<file path="src/rtl/trap_ctrl_if.sv">
// Bundle between trap_ctrl, the execute stage and the CSR file.
// The slave side is the trap sequencer; the master side drives instructions and CSR state.
interface trap_ctrl_if #(
  parameter int unsigned XLEN = 32
);
  logic            inst_valid;
  logic [31:0]     inst;
  logic [XLEN-1:0] pc;
  logic            ext_irq;
  logic [XLEN-1:0] mstatus_in;
  logic [XLEN-1:0] mtvec_in;
  logic [XLEN-1:0] mepc_in;
  logic            csr_we;
  logic [11:0]     csr_waddr;
  logic [XLEN-1:0] csr_wdata;
  logic            stall;
  logic            redirect;
  logic [XLEN-1:0] redirect_pc;

  modport slave (
    input  inst_valid, inst, pc, ext_irq, mstatus_in, mtvec_in, mepc_in,
    output csr_we, csr_waddr, csr_wdata, stall, redirect, redirect_pc
  );

  modport master (
    output inst_valid, inst, pc, ext_irq, mstatus_in, mtvec_in, mepc_in,
    input  csr_we, csr_waddr, csr_wdata, stall, redirect, redirect_pc
  );
endinterface

</file>
<file path="src/rtl/trap_ctrl.sv">
// Machine-mode trap sequencer: detects ECALL/UNIMP/MRET/external interrupt, serialises the
// mepc/mcause/mstatus writes through the single CSR write port, then redirects the PC.
module trap_ctrl #(
  parameter int unsigned XLEN = 32
) (
  input  logic        clk,
  input  logic        rst,
  trap_ctrl_if.slave  bus
);

  localparam logic [31:0] InstEcall = 32'h0000_0073;
  localparam logic [31:0] InstMret  = 32'h3020_0073;
  localparam logic [31:0] InstUnimp = 32'hC000_1073;

  localparam logic [11:0] AddrMstatus = 12'h300;
  localparam logic [11:0] AddrMepc    = 12'h341;
  localparam logic [11:0] AddrMcause  = 12'h342;

  localparam logic [XLEN-1:0] CauseIrq   = {1'b1, {(XLEN-5){1'b0}}, 4'hB};
  localparam logic [XLEN-1:0] CauseIll   = XLEN'(2);
  localparam logic [XLEN-1:0] CauseEcall = XLEN'(11);

  typedef enum logic [2:0] {
    StIdle,
    StWEpc,
    StWCause,
    StWStatus,
    StRedir
  } state_e;

  typedef enum logic {
    KindTrap,
    KindRet
  } kind_e;

  state_e          state_q, state_d;
  kind_e           kind_q, kind_d;
  logic [XLEN-1:0] epc_q, epc_d;
  logic [XLEN-1:0] cause_q, cause_d;
  logic [XLEN-1:0] status_q, status_d;

  logic            irq_pend, is_ecall, is_mret, is_unimp;
  logic [XLEN-1:0] status_trap, status_ret, tvec_base, tvec_target;

  // Detection is held off while reset is asserted so stall is 0 during reset.
  assign irq_pend = ~rst & bus.inst_valid & bus.ext_irq & bus.mstatus_in[3];
  assign is_ecall = ~rst & bus.inst_valid & (bus.inst == InstEcall);
  assign is_mret  = ~rst & bus.inst_valid & (bus.inst == InstMret);
  assign is_unimp = ~rst & bus.inst_valid & (bus.inst == InstUnimp);

  always_comb begin
    status_trap        = status_q;
    status_trap[7]     = status_q[3];
    status_trap[3]     = 1'b0;
    status_trap[12:11] = 2'b11;

    status_ret         = status_q;
    status_ret[3]      = status_q[7];
    status_ret[7]      = 1'b1;
    status_ret[12:11]  = 2'b11;

    tvec_base   = bus.mtvec_in & ~XLEN'(3);
    tvec_target = tvec_base;
    // Vectored mode only applies to interrupts; exceptions always go to the base.
    if (bus.mtvec_in[1:0] == 2'b01 && cause_q[XLEN-1]) begin
      tvec_target = tvec_base + XLEN'({cause_q[4:0], 2'b00});
    end
  end

  always_comb begin
    state_d         = state_q;
    kind_d          = kind_q;
    epc_d           = epc_q;
    cause_d         = cause_q;
    status_d        = status_q;
    bus.csr_we      = 1'b0;
    bus.csr_waddr   = '0;
    bus.csr_wdata   = '0;
    bus.stall       = 1'b0;
    bus.redirect    = 1'b0;
    bus.redirect_pc = '0;

    unique case (state_q)
      StIdle: begin
        if (irq_pend || is_unimp || is_ecall || is_mret) begin
          bus.stall = 1'b1;
          epc_d     = bus.pc;
          status_d  = bus.mstatus_in;
          if (irq_pend || is_unimp || is_ecall) begin
            kind_d  = KindTrap;
            state_d = StWEpc;
            if (irq_pend)      cause_d = CauseIrq;
            else if (is_unimp) cause_d = CauseIll;
            else               cause_d = CauseEcall;
          end else begin
            kind_d  = KindRet;
            state_d = StWStatus;
          end
        end
      end
      StWEpc: begin
        bus.stall     = 1'b1;
        bus.csr_we    = 1'b1;
        bus.csr_waddr = AddrMepc;
        bus.csr_wdata = epc_q;
        state_d       = StWCause;
      end
      StWCause: begin
        bus.stall     = 1'b1;
        bus.csr_we    = 1'b1;
        bus.csr_waddr = AddrMcause;
        bus.csr_wdata = cause_q;
        state_d       = StWStatus;
      end
      StWStatus: begin
        bus.stall     = 1'b1;
        bus.csr_we    = 1'b1;
        bus.csr_waddr = AddrMstatus;
        bus.csr_wdata = (kind_q == KindRet) ? status_ret : status_trap;
        state_d       = StRedir;
      end
      StRedir: begin
        bus.stall       = 1'b1;
        bus.redirect    = 1'b1;
        bus.redirect_pc = (kind_q == KindRet) ? bus.mepc_in : tvec_target;
        state_d         = StIdle;
      end
      default: state_d = StIdle;
    endcase
  end

  always_ff @(posedge clk or posedge rst) begin
    if (rst) begin
      state_q  <= StIdle;
      kind_q   <= KindTrap;
      epc_q    <= '0;
      cause_q  <= '0;
      status_q <= '0;
    end else begin
      state_q  <= state_d;
      kind_q   <= kind_d;
      epc_q    <= epc_d;
      cause_q  <= cause_d;
      status_q <= status_d;
    end
  end

endmodule

</file>
<file path="src/flat_wrapper.sv">
// flat-port wrapper written by rule: the top's interface ports become plain ports
module trap_ctrl_flat 
#(
  parameter int unsigned XLEN = 32
)
  (clk, rst, bus_inst_valid, bus_inst, bus_pc, bus_ext_irq, bus_mstatus_in, bus_mtvec_in, bus_mepc_in, bus_csr_we, bus_csr_waddr, bus_csr_wdata, bus_stall, bus_redirect, bus_redirect_pc);
  trap_ctrl_if #(.XLEN(XLEN)) bus_i ();
  input  logic clk;
  input  logic rst;
  input wire logic [$bits(bus_i.inst_valid)-1:0] bus_inst_valid;
  input wire logic [$bits(bus_i.inst)-1:0] bus_inst;
  input wire logic [$bits(bus_i.pc)-1:0] bus_pc;
  input wire logic [$bits(bus_i.ext_irq)-1:0] bus_ext_irq;
  input wire logic [$bits(bus_i.mstatus_in)-1:0] bus_mstatus_in;
  input wire logic [$bits(bus_i.mtvec_in)-1:0] bus_mtvec_in;
  input wire logic [$bits(bus_i.mepc_in)-1:0] bus_mepc_in;
  output wire logic [$bits(bus_i.csr_we)-1:0] bus_csr_we;
  output wire logic [$bits(bus_i.csr_waddr)-1:0] bus_csr_waddr;
  output wire logic [$bits(bus_i.csr_wdata)-1:0] bus_csr_wdata;
  output wire logic [$bits(bus_i.stall)-1:0] bus_stall;
  output wire logic [$bits(bus_i.redirect)-1:0] bus_redirect;
  output wire logic [$bits(bus_i.redirect_pc)-1:0] bus_redirect_pc;
  assign bus_i.inst_valid = bus_inst_valid;
  assign bus_i.inst = bus_inst;
  assign bus_i.pc = bus_pc;
  assign bus_i.ext_irq = bus_ext_irq;
  assign bus_i.mstatus_in = bus_mstatus_in;
  assign bus_i.mtvec_in = bus_mtvec_in;
  assign bus_i.mepc_in = bus_mepc_in;
  assign bus_csr_we = bus_i.csr_we;
  assign bus_csr_waddr = bus_i.csr_waddr;
  assign bus_csr_wdata = bus_i.csr_wdata;
  assign bus_stall = bus_i.stall;
  assign bus_redirect = bus_i.redirect;
  assign bus_redirect_pc = bus_i.redirect_pc;
  trap_ctrl #(.XLEN(XLEN)) u_core (.clk(clk), .rst(rst), .bus(bus_i));
endmodule
</file>
<file path="config.mk">
export PLATFORM = sky130hd
export DESIGN_NAME = trap_ctrl_flat
export DESIGN_NICKNAME = d
export VERILOG_FILES = /design/src/rtl/trap_ctrl_if.sv /design/src/rtl/trap_ctrl.sv /design/src/flat_wrapper.sv
export SDC_FILE = /design/constraint.sdc
export NUM_CORES = 1
export LEC_CHECK = 0
export BUFFER_PORTS_ARGS = -buffer_cell sky130_fd_sc_hd__buf_4
export CAP_MARGIN = 25
export CORE_AREA = 2 2 110 112
export CTS_CLUSTER_DIAMETER = 150
export CTS_CLUSTER_SIZE = 24
export DETAILED_ROUTE_END_ITERATION = 6
export DIE_AREA = 0 0 112 114
export PLACE_DENSITY = 0.75
export SKIP_CTS_REPAIR_TIMING = 1
export SLEW_MARGIN = 20
export SYNTH_ARGS = -nofsm -noshare
export SYNTH_HDL_FRONTEND = slang
export SYNTH_SLANG_ARGS = --single-unit
</file>
<file path="constraint.sdc">
create_clock -name clk -period 2.4 [get_ports clk]
set_input_delay 0.12 -clock clk [delete_from_list [all_inputs] [get_ports clk]]
set_output_delay 0.12 -clock clk [all_outputs]
set_load 0.1 [all_outputs]
</file>
==> results of run 1 <==
[sequential cells by signal (all words and copies together), names as in the netlist]
signal,flops
u_core.state_q,3
u_core.cause_q,3
u_core.status_q,30
u_core.epc_q,32
u_core.kind_q,1
[Yosys cell counts (all sizes together)]
master and n:
a22o 1, nor2b 4, inv 12, a21o 4
nand3 7, or3b 1, nand4 8, o211ai 2
nor2 53, nand4b 1, and3 4, xor2 3
or2 3, or4 1, nor4bb 1, a2bb2oi 1
nor4b 4, xnor2 23, a211o 1, o41ai 1
mux2 62, and4 5, nor3b 2, or3 1
mux2i 31, a31oi 2, dfrtp 69, ha 3
and3b 2, clkbuf 18, fa 1, o21ai 27
buf 19, nand2b 1, nor3 16, and2 2
nand2 16, nor4 11, o2111ai 1, and4b 1
a211oi 4, conb 1, a21oi 35
[path summary, 6_finish.rpt]
path                                     from                   to  cells after the start
max in group asynchronous                 rst  u_core.status_q[25]                      4
min in group asynchronous                 rst     u_core.epc_q[31]                      4
setup reg to reg            u_core.state_q[0]     u_core.epc_q[26]                      5
setup / recovery            u_core.cause_q[3]  bus_redirect_pc[26]                     10
hold reg to reg            u_core.status_q[7]   u_core.status_q[7]                      1
hold / removal              bus_mstatus_in[6]   u_core.status_q[6]                      2
[kinds of logic after synthesis]
group                      after synthesis
AOI/OAI and AO/OA                       79
muxes                                   93
other                                    1
adders and majority gates                4
buffers and inverters                   49
and+or+nand+nor                        144
DFF                                     69
xor gates and xnor gates                26
[layout by cell type, fill, tap and decap left out, types with 13 or more instances in the layout]
| cell type | n |
|---|---|
| mux2_4 | 60 |
| xnor2_1 | 13 |
| buf_12 | 25 |
| a21oi_4 | 22 |
| dfrtp_1 | 68 |
| nand2_1 | 16 |
| buf_4 | 232 |
| nor2_2 | 32 |
| mux2i_1 | 30 |
| o21ai_0 | 27 |
| nor2_1 | 18 |
[power by group]
part	internal [mW]	leakage [nW]	switching [mW]
clock	0.887	0.152	0.463
combinational	1.30	2.85	2.90
sequential	1.34	0.942	0.111
[metrics by stage]
step                power [mW]  setup WS, ps
floorplan                4.483        -442.1
global placement         5.365        -3.086
detailed placement       5.411        -62.91
CTS                      6.790        -410.5
global route             7.267        -416.5
finish                   6.995        -317.9
[routing by layer]
layer,global-route usage [%],wire length (µm),up-vias
met3,5.473,1163,19
li1,-,-,2135
met4,5.041,271,0
met5,0,0,-
met1,27.20,5979,2177
met2,41.05,8019,199
[worst register-to-register path, cell delays in order (launching register included)]
cell and delay (ps):
dfrtp_1 380, buf_4 190, nor3_2 280, o211ai_4 120, buf_12 260, mux2_4 390
[cell type report]
type / count / area share [%]
Clock buffer: 13 / 3.325
Clock inverter: 3 / 0.5234
Inverter: 12 / 0.6004
Multi-Input combinational cell: 353 / 42.98
Sequential cell: 69 / 21.26
Tap cell: 147 / 2.263
Timing Repair Buffer: 267 / 29.05
==> flow_summary.ini, run 1 <==
[layout]
finish.instance_area_um2 = 8128
fillers = 840
utilization_pct = 69.40
nNetsFinal = 880
final-seq-area_um2 = 1728
drive_above_1_share_pct = 63.88
final_cells = 864
syn_to_final_growth_pct = 71.85
diodes = 0
multi_input_area_um2 = 3493

[drt]
drt_pass1_iterations = 4
wire_per_inst_um = 17.86
drc = 0
antenna_left = 0
first_iter_violations = 342
vias_per_cell = 5.243
drt-total-wl_mm = 15.43
dr_total_vias = 4530

[setup_path]
slowest_delay_ps = 350
rrSetupSlack_ps = 660
critPathKind = register to primary output
cp.required_ps = 2280
crit_slowest_cell = dfrtp_1
crit_buf_inv = 3
cp_max_fo = 6
arrival_ps = 2600
cp-end-kind = primary output
cp-start-kind = register
cp_cell_sequence = ha_2, inv_2, fa_2, and3b_1, o2111ai_2, buf_6, nor3_2, xnor2_1, a21oi_4, buf_12
critPathTopFamily = adder cells

[die]
num_rows = 40
die-area_um2 = 12770
coreArea_um2 = 11710
die_h_um = 114
start_util_pct = 40.38
die_w_um = 112
io_pins = 243

[synthesis]
synth-compound-area-share_pct = 9.630
synthCells = 465
synth-simple-area-share_pct = 16.14
synth.cell_area_um2 = 4730
synth-seq-cells = 69
synth_top_area_cell = dfrtp_1
synth-xor-area-share_pct = 4.815
synth_area_leaders = dfrtp_1 (37%), mux2_4 (19%), mux2i_1 (6.6%), xnor2_1 (4.3%), nor2_1 (4.2%)
synthDistinctLibCells = 50
synth_top_family_by_area = multiplexers
avgSynthCellArea_um2 = 10.17
yosysSeqAreaShare_pct = 36.51
synthMuxAreaShare_pct = 26.08
yosys_warnings = 0
synth_top_area_share_pct = 36.51
synth_fa_ha_area_share_pct = 1.217

[clocking]
clkTransAtPathRegs_ps = 60
cts_tree = done
cts_htree_levels = 3
clk_latency_ps = 320
numClockSinks = 69
cts_buffers = 9
cts_buffer_depth = 2
cts_root_buffer = clkbuf_16

[power]
p_leak_nw = 3.941
irDropWorstVdd_mv = 1.084
power-per-cell-area_nw_per_um2 = 860.6

[flow_run]
max-cap-violations = 0

[grt]
grt_pass1_vias = 4652
antenna_found_initial = 0
grt_start_max_net_pins = 63
grt_util_all_layers_pct = 22.57
grt_pass1_wl_mm = 23.39
grt_overflow = 0

[placed_design]
port_buffers = 233
placed_cells = 841
dpl-instance-area_um2 = 7133
dp_hpwl_mm = 11.28
place_congestion = 0.8620

[timing]
fin_hold_ws_ps = 23.81
timing.final.crit_share_pct = 113.2
fmaxAchievable_mhz = 367.9
tightest_slew_ps = 645.6
final_max_slew_viol_count = 0
hold_violations = 0
min_period_ps = 2718
finalWorstSetupSlack_ps = -317.9
setup-tns-final_ps = -3579
clock_skew_ps = 5.104
slew-limit-headroom_pct = 56.35
setup_violations = 15
rsz0062_at_grt = true

[outcome]
failed_checks = setup timing
status = finished with violations

[min_path]
hold_path_class = primary input to register
Note: power is estimated with default switching activity, not from simulation.
==> run 2, diff against run 1 <==
--- a/config.mk
+++ b/config.mk
@@ -7,11 +7,11 @@
 export LEC_CHECK = 0
 export BUFFER_PORTS_ARGS = -buffer_cell sky130_fd_sc_hd__buf_4
 export CAP_MARGIN = 25
-export CORE_AREA = 2 2 110 112
+export CORE_AREA = 2 2 105 117
 export CTS_CLUSTER_DIAMETER = 150
 export CTS_CLUSTER_SIZE = 24
 export DETAILED_ROUTE_END_ITERATION = 6
-export DIE_AREA = 0 0 112 114
+export DIE_AREA = 0 0 107 119
 export PLACE_DENSITY = 0.75
 export SKIP_CTS_REPAIR_TIMING = 1
 export SLEW_MARGIN = 20
==> run 2 against run 1 <==
- clock skew rose by 1.8 ps
- routed wire length is 0.89% lower
- design area grew 0.51%
- via count up 0.66%
- clock power is 3% lower
- critical path depth unchanged
- core utilization is 0.31 points higher
- largest cell class unchanged
- sequential share of layout area shrank 0.11 points
- non-clock buffer count unchanged
- the run still ends with setup timing left
- register-to-register slack got worse by 80 ps
- die area shrank 0.27%
- highest routed layer unchanged
==> flow_summary.ini, run 2 (synthesized netlist as in run 1, its figures left out) <==
[timing]
finalWorstSetupSlack_ps = -330.1
clock_skew_ps = 6.946
setup_violations = 19
timing.final.crit_share_pct = 113.8
rsz0062_at_grt = true
slew-limit-headroom_pct = 41.61
fmaxAchievable_mhz = 366.3
final_max_slew_viol_count = 0
tightest_slew_ps = 875.8
hold_violations = 0
setup-tns-final_ps = -3210
min_period_ps = 2730
fin_hold_ws_ps = 17.59

[setup_path]
cp-end-kind = primary output
cp.required_ps = 2280
critPathKind = register to primary output
cp_max_fo = 6
arrival_ps = 2610
cp-start-kind = register

[clocking]
cts_buffer_depth = 2
cts_buffers = 9
cts_root_buffer = clkbuf_16
numClockSinks = 69
cts_htree_levels = 3
cts_tree = done
clk_latency_ps = 330
clkTransAtPathRegs_ps = 60

[outcome]
failed_checks = setup timing
status = finished with violations

[power]
power-per-cell-area_nw_per_um2 = 850.1
swShare_pct = 50.37
p_clk_share_pct = 18.9
p_int_mw = 3.447
p_sw_mw = 3.498
p_leak_nw = 3.957
p_comb_share_pct = 59.9
total_power_mw = 6.945
seq_power_share_pct = 21.2
irDropWorstVdd_mv = 1.729

[layout]
diodes = 0
final_common_cell = buf_4
utilization_pct = 69.71
final_cells = 871
finish.instance_area_um2 = 8169
syn_to_final_growth_pct = 72.72
regMostFlops = u_core.epc_q
top_regs = u_core.epc_q: 32 flops, u_core.status_q: 30 flops
final_cell_mix = buf_4 (231), dfrtp_1 (68), mux2_4 (60)
nNetsFinal = 880
largest_reg_flops = 32
drive_above_1_share_pct = 64.30

[die]
start_util_pct = 40.36
io_pins = 243
num_rows = 42
die_h_um = 119
coreArea_um2 = 11720
die-area_um2 = 12730
die_w_um = 107

[grt]
grt_start_max_net_pins = 70
antenna_found_initial = 0
grt_pass1_wl_mm = 22.47
grt_overflow = 0
grt_pass1_vias = 4630
grt_util_all_layers_pct = 22.05

[drt]
vias_per_cell = 5.235
drc = 0
wire_per_inst_um = 17.56
drt_pass1_iterations = 4
drt-total-wl_mm = 15.30
first_iter_violations = 270
dr_total_vias = 4560
antenna_left = 0

[flow_run]
max-cap-violations = 0

[placed_design]
placed_cells = 848
dpl-instance-area_um2 = 7167
pre_cts_ws_ps = -120.9
place_congestion = 0.8613
dp_hpwl_mm = 11.07
port_buffers = 233

[min_path]
hold_path_class = primary input to register
-- run 2: cell types whose count changed in the layout (fill, tap and decap cells not counted), moves of 2 or more --
cell      previous run  this run
buf_12              25        28
clkbuf_8             3         0
clkinv_4             0         2
xnor2_1             13        10
xnor2_2              9        12
-- run 2: per-layer routing --
metal	vias to the layer above	GRT usage [%]	share of wire (%)
met4	0	5.844	2.6
met5	-	0	0
li1	2135	-	-
met3	33	5.802	7.0
met1	2193	25.79	38
met2	199	39.65	52
-- run 2: worst max-delay path, cell delays in order (launching register included) --
cell,delay [ps]
dfrtp_1,360
ha_2,200
inv_2,40
fa_2,340
and3b_2,280
o2111ai_4,140
buf_8,190
nor3_2,220
xnor2_1,140
a21oi_4,180
buf_12,190
-- run 2: power by group through the flow --
stage	combinational [mW]	clock (mW)	sequential, mW
after CTS	3.92	1.33	1.47
after global placement	3.86	0	1.48
after floorplan	3.05	0	1.44
after global routing	4.34	1.39	1.49
final	4.16	1.31	1.47
after detailed placement	3.91	0	1.49
-- run 2: final timing paths --
path                                          from                   to  slack, ps  cells after the start
max in group asynchronous                      rst    u_core.state_q[1]       1680                      3
worst min register to register  u_core.status_q[7]   u_core.status_q[7]        510                      1
worst min-delay path            bus_mstatus_in[25]  u_core.status_q[25]         20                      2
worst max-delay path             u_core.cause_q[3]  bus_redirect_pc[24]       -330                     10
min in group asynchronous                      rst   u_core.status_q[3]        110                      3
worst max register to register   u_core.state_q[0]  u_core.status_q[30]        580                      5
-- run 2: layout make-up --
| class | count | area [µm²] |
|---|---|---|
| multi-input combinational | 353 | 3508 |
| tap | 154 | 192.7 |
| clock inverter | 7 | 73.82 |
| clock buffer | 9 | 225.2 |
| fill | 817 | 3550 |
| inverter | 12 | 48.80 |
| sequential | 69 | 1728 |
| timing repair buffer | 267 | 2392 |
==> run 3, diff against run 2 <==
--- a/config.mk
+++ b/config.mk
@@ -7,12 +7,12 @@
 export LEC_CHECK = 0
 export BUFFER_PORTS_ARGS = -buffer_cell sky130_fd_sc_hd__buf_4
 export CAP_MARGIN = 25
-export CORE_AREA = 2 2 105 117
+export CORE_AREA = 2 2 100 112
 export CTS_CLUSTER_DIAMETER = 150
 export CTS_CLUSTER_SIZE = 24
 export DETAILED_ROUTE_END_ITERATION = 6
-export DIE_AREA = 0 0 107 119
-export PLACE_DENSITY = 0.75
+export DIE_AREA = 0 0 102 114
+export PLACE_DENSITY = 0.79
 export SKIP_CTS_REPAIR_TIMING = 1
 export SLEW_MARGIN = 20
 export SYNTH_ARGS = -nofsm -noshare
==> constraint.sdc (replaced) <==
create_clock -name clk -period 3.1 [get_ports clk]
set_input_delay 0 -clock clk [delete_from_list [all_inputs] [get_ports clk]]
set_output_delay 0 -clock clk [all_outputs]
set_load 0.1 [all_outputs]
==> run 3 against run 2 <==
- the run ends with hold timing left
- largest power group unchanged
- routed wire length grew 5.5%
- cell count is 4.0% higher
- clock power is 31% lower
- global-route usage increased by 0.88 points
==> flow_summary.ini, run 3 (synthesized netlist as in run 1, its figures left out) <==
[outcome]
status = finished with violations
failed_checks = hold timing

[timing]
setup_violations = 0
min_period_ps = 2866
hold_violations = 67
fmaxAchievable_mhz = 348.9
rsz0062_at_grt = false
final_max_slew_viol_count = 0
timing.final.crit_share_pct = 92.45
fin_hold_ws_ps = -33.13
tightest_slew_ps = 1029
slew-limit-headroom_pct = 31.07
clock_skew_ps = 8.720
setup-tns-final_ps = 0

[setup_path]
cp-end-kind = primary output
critPathKind = register to primary output
cp.required_ps = 3100
cp_max_fo = 7
arrival_ps = 2870
cp-start-kind = register

[drt]
dr_total_vias = 4786
drc = 0
wire_per_inst_um = 17.81
first_iter_violations = 219
antenna_left = 0
vias_per_cell = 5.283
drt_pass1_iterations = 4
drt-total-wl_mm = 16.14

[layout]
drive_above_1_share_pct = 46.31
final_common_cell = buf_4
largest_reg_flops = 32
utilization_pct = 71.38
final_cell_mix = buf_4 (245), dfrtp_1 (68), dlygate4sd3_1 (62)
top_regs = u_core.epc_q: 32 flops, u_core.status_q: 30 flops
nNetsFinal = 923
syn_to_final_growth_pct = 60.13
final_cells = 906
regMostFlops = u_core.epc_q

[power]
irDropWorstVdd_mv = 0.8168
total_power_mw = 4.986
power-per-cell-area_nw_per_um2 = 658.3
p_leak_nw = 3.822

[placed_design]
placed_cells = 829
port_buffers = 233
place_congestion = 0.9497
dp_hpwl_mm = 10.62

[grt]
grt_start_max_net_pins = 70
antenna_found_initial = 1
grt_pass1_vias = 4447
grt_pass1_wl_mm = 21.03
grt_util_all_layers_pct = 22.94
grt_overflow = 0

[min_path]
hold_path_class = primary input to async pin

[die]
die_w_um = 102
start_util_pct = 44.58
die_h_um = 114
coreArea_um2 = 10610
die-area_um2 = 11630
num_rows = 40
io_pins = 243

[clocking]
clkTransAtPathRegs_ps = 50
cts_root_buffer = clkbuf_16
cts_htree_levels = 3
cts_tree = done
clk_latency_ps = 330
numClockSinks = 69
cts_buffer_depth = 2
cts_buffers = 9

[flow_run]
max-cap-violations = 0
-- run 3: changes by cell type in the layout (fill, tap and decap cells not counted), sizes merged --
cell / change
clkinvlp: -1
clkbuf: +3
bufinv: -1
dlygate4sd3: +62
buf: -19
diode: +1
clkinv: -3
-- run 3: metrics by stage --
| step | area [µm²] | hold slack (ps) | setup WS (ps) |
|---|---|---|---|
| after floorplan | 4828 | 148.5 | 32.15 |
| after global placement | 6670 | 232.0 | 474.3 |
| after detailed placement | 6670 | 235.0 | 401.8 |
| after CTS | 6919 | -106.4 | 47.35 |
| after global routing | 7574 | 53.05 | 37.36 |
| final | 7574 | -33.13 | 234.0 |
-- run 3: power by group --
group	switching (mW)	leakage [nW]	internal (mW)
sequential	0.127	0.942	1.04
clock	0.366	0.119	0.531
combinational	2.08	2.76	0.843
-- run 3: layout make-up --
| cell class | instances | area, µm² |
|---|---|---|
| well taps | 147 | 183.9 |
| flip-flops and latches | 69 | 1728 |
| inverters | 12 | 45.04 |
| multi-input cells | 353 | 2863 |
| repair buffers | 310 | 2502 |
| diodes | 1 | 2.502 |
| fillers | 729 | 3037 |
| clock inverters | 2 | 12.51 |
| clock buffers | 12 | 236.5 |
-- run 3: path summary, 6_finish.rpt --
path / startpoint / endpoint / slack (ps) / depth (start not counted)
min: rst / u_core.status_q[3] / -30 / 3
max reg2reg: u_core.state_q[0] / u_core.epc_q[14] / 950 / 5
max: u_core.cause_q[3] / bus_redirect_pc[16] / 230 / 10
min in group clk: bus_inst[27] / u_core.kind_q / 170 / 5
max in group asynchronous: rst / u_core.state_q[1] / 2550 / 3
min reg2reg: u_core.status_q[7] / u_core.status_q[7] / 510 / 1
-- run 3: critical path, stage by stage, from the launching register on --
cell and delay (ps):
dfrtp_1 430, ha_1 200, inv_1 60, fa_1 370, and3b_1 300, o2111ai_4 200, buf_4 220, nor3_1 220
xnor2_1 110, a21oi_2 130, buf_4 300
-- run 3: layer usage --
layer | part of all wire (%) | track usage, %
met2 | 54 | 41.93
met1 | 35 | 24.23
met5 | 0 | 0
met4 | 2.6 | 8.444
met3 | 7.7 | 7.475
